## config.mk

```make
export PLATFORM = sky130hd
export DESIGN_NAME = cex_slot
export DESIGN_NICKNAME = d
export VERILOG_FILES = /design/src/rtl/formula_sweep_checker_cex_slot.sv
export SDC_FILE = /design/constraint.sdc
export NUM_CORES = 1
export LEC_CHECK = 0
export BUFFER_PORTS_ARGS = -buffer_cell sky130_fd_sc_hd__buf_2
export CAP_MARGIN = 20
export CORE_MARGIN = 5
export CORE_UTILIZATION = 45
export CTS_CLUSTER_SIZE = 28
export DETAILED_ROUTE_END_ITERATION = 7
export PLACE_DENSITY = 0.79
export SKIP_CTS_REPAIR_TIMING = 1
export SKIP_LAST_GASP = 1
export SYNTH_ARGS = -nofsm -noshare
export SYNTH_HDL_FRONTEND = slang
export SYNTH_SLANG_ARGS = --single-unit
export TNS_END_PERCENT = 20
```

## constraint.sdc

```tcl
create_clock -name clk -period 1.3 [get_ports clk]
set_input_delay 0.195 -clock clk [delete_from_list [all_inputs] [get_ports clk]]
set_output_delay 0.195 -clock clk [all_outputs]
set_load 0.05 [all_outputs]
```

## src/rtl/formula_sweep_checker_cex_slot.sv

```systemverilog
// cex_slot: single-entry valid/ready holding register for one counterexample
module cex_slot #(
   parameter int W = 25
) (
   input  logic         clk,
   input  logic         rst,
   input  logic         clr,
   input  logic         load,
   input  logic [W-1:0] load_vec,
   input  logic         ready,
   output logic         valid,
   output logic [W-1:0] vec
);
   // a load wins over a same-edge handshake so no bubble is inserted
   always_ff @(posedge clk or posedge rst)
      if (rst) begin
         valid <= 1'b0;
         vec <= '0;
      end else if (clr) valid <= 1'b0;
      else if (load) begin
         valid <= 1'b1;
         vec <= load_vec;
      end else if (ready) valid <= 1'b0;
endmodule

```

### Word-level counts from Yosys, hierarchy flattened

Index checks and enable logic that the tools add are counted.

* multiplexer cells: 3
* bitwise operators: 1
* reductions and logical operators: 2

Operators by type and width (count)
* 1-bit 2-to-1 mux: 3
* 3-bit nonzero test: 1
* 2-bit AND reduction: 1
* 1-bit inverter: 1

* register bits: 26
* input port bits: 30
* word-level logic and storage cells: 8

### Longest topological paths before layout

* depth in word-level cells: 3
* depth in mapped cells: 4
* gate-level depth less buffers: 2

### Worst setup path after synthesis

No wires, ideal clock.

* path type: reg2reg
* from: register, netlist name vec[0]
* to: register vec[0]
* library setup time: 125 ps
* arrival: 869 ps
* required time: 1175 ps
* path slack: 306 ps
* cell stages (with the launch flop): 2
* buffers on the path: 0
* clock period less this slack: 994 ps
* cells stage by stage: dfrtp_1 -> mux2_4

RTL lines
* end signal: assignment: line 22 `vec <= load_vec;`
* end: declaration: line 12 `output logic [W-1:0] vec`

### Worst setup path after layout

* from: register vec[13]
* to: output vec[13]

No word-level cell between the ends.

==> impl_metrics.csv <==
group,metric,value,unit
worst_setup_path,cp_max_fo,2,
job,drv_cap,0,
clocking,cts_buffers,3,
pwr,p_per_area,1537,nW/um^2
routing,dr.pass1.iters,2,
synth,seq_area_frac_synth,0.5963,
clocking,cts_tree,"yes",
final_layout,mostFrequentLayoutCell,"buf_2",
timing,slew_violations,0,
die,core_area,2255,sq um
placed_design,numPortBuffers,55,
worst_setup_path,crit_type,"reg -> out",
status,status,"complete, no violations",
routing,drtIter0Drc,10,
final_layout,fin_nets,151,
synth,synthCells,59,
synth,syn_area,1091,sq um
final_layout,antenna_cells,0,
worst_setup_path,cp.arrival,980,ps
placed_design,gp_congestion,0.6847,
clocking,clk_latency,320,ps
timing,fin_ws,125.2,ps
worst_setup_path,critPathCaptureType,"output port",
final_layout,drive_gt1_frac,0.7417,
worst_setup_path,rrSetupSlack,510,ps
routing,drc,0,
grt,grt_use_total,0.1330,
die,row_count,17,
clocking,clkSinkCount,26,
timing,finalSetupViolCount,0,
timing,tightest_slew,259.6,ps
clocking,cts.path.max_buffers,2,
timing,min_period_over_period,0.9037,
placed_design,hpwl,1817,microns
final_layout,final_area,1451,sq um
synth,synth_seq_cells,26,
synth,avgSynthCellArea,18.49,sq um
timing,rsz0062_at_grt,"no",
timing,hold_viol,0,
worst_setup_path,cp.required,1110,ps
worst_setup_path,path_buf_inv,1,
die,start_util,0.4839,
final_layout,area_growth,33.03,%
timing,fmax,0.8512,GHz
timing,relSlewSlack,0.8281,
worst_setup_path,crit_path_cell_trace,"buf_2",
clocking,root_buffer,"clkbuf_4",
die,ios,56,
timing,skew,0,ps
final_layout,final_cell_mix,"55 x buf_2, 26 x dfrtp_1, 20 x mux2_4",
die,die_area,3509,sq um
grt,grt_pass1_vias,762,
hold_path,hold_class,"in -> reg",
clocking,htreeDepth,1,
synth,syn_nets,89,
routing,postRouteAntennaNets,0,
worst_setup_path,cpPeakStageDelay,390,ps
routing,vias,688,
pwr,max-vdd-ir-drop,0.7650,mV
worst_setup_path,startpoint_type,"register",
timing,min_period,1175,ps
die,die_y,59.24,microns
grt,grt-ovfl-total,0,
grt,grt_pass1_wl,3539,microns
placed_design,placed_cell_area,1405,sq um
worst_setup_path,critical_path.top_delay_family,"flip-flops",
timing,finalSetupTns,0,ps
placed_design,dp_slack,187.0,ps
synth,ys_types,9,
die,die_x,59.24,microns
routing,routedWlPerCell,15.56,microns
grt,antenna_found_initial,0,
clocking,clkTransAtPathRegs,140,ps
routing,via_per_inst,4.649,
synth,yosysWarnings,0,
grt,grt_max_degree,15,
routing,drt-total-wl,2303,microns
worst_setup_path,slowest_stage,"dfrtp_1",
pwr,power.leakage,0.0007664,uW
-- area by class of cell --
type                    count  area (sq um)
repair buffers             60         340.3
clock buffers               4         36.28
well taps                  28         35.03
fillers                   192         803.3
flip-flops and latches     26         650.6
multi-input cells          28         381.6
inverters                   2         7.507
-- path summary, 6_finish.rpt --
path | from | to | depth (start not counted)
max | vec[13] | vec[13] | 1
min | clr | valid | 2
max reg2reg | vec[13] | vec[13] | 1
min reg2reg | vec[5] | vec[5] | 1
max in group asynchronous | rst | vec[19] | 4
min in group asynchronous | rst | vec[8] | 4
-- flip-flops by register name, summed over array words and instances, names as in the netlist --
register and cells:
valid 1, vec 25
-- through the flow --
stage | std cells | hold slack [ps] | power (uW) | util
4_1_cts | 147 | -123.8 | 2250 | 0.6393
3_3_place_gp | 143 | 219.5 | 1829 | 0.6232
2_1_floorplan | 59 | 235.0 | 1634 | -
6_report | 148 | 57.94 | 2230 | 0.6437
3_5_place_dp | 143 | 238.0 | 1843 | 0.6232
5_1_grt | 148 | 50.92 | 2323 | 0.6437
-- logic make-up after synthesis --
kind of cell           synth area share
AND/OR/NAND/NOR                 0.01835
flip-flops                       0.5963
AO/OA/AOI/OAI                  0.004583
multiplexers                     0.3268
buffers and inverters           0.05390
-- report_power, final --
part	internal, uW	switching (uW)
sequential	924	59.9
clock	171	239
combinational	279	557
total	1370	856
-- cells in the mapped netlist --
cell / count / area share
buf_6: 1 / 0.010
nand2b_1: 1 / 0.0057
buf_12: 2 / 0.037
inv_1: 2 / 0.0069
a21oi_1: 1 / 0.0046
mux2_2: 5 / 0.052
dfrtp_1: 26 / 0.60
mux2_4: 20 / 0.28
nor2b_4: 1 / 0.013
-- layer usage --
metal	vias to the layer above	GRT usage	share of wire
met5	-	0	0
met4	0	0.05825	0.015
met3	4	0.01525	0.068
met2	26	0.2324	0.53
met1	338	0.1628	0.39
li1	320	-	-
(Power assumes the default switching activity.)
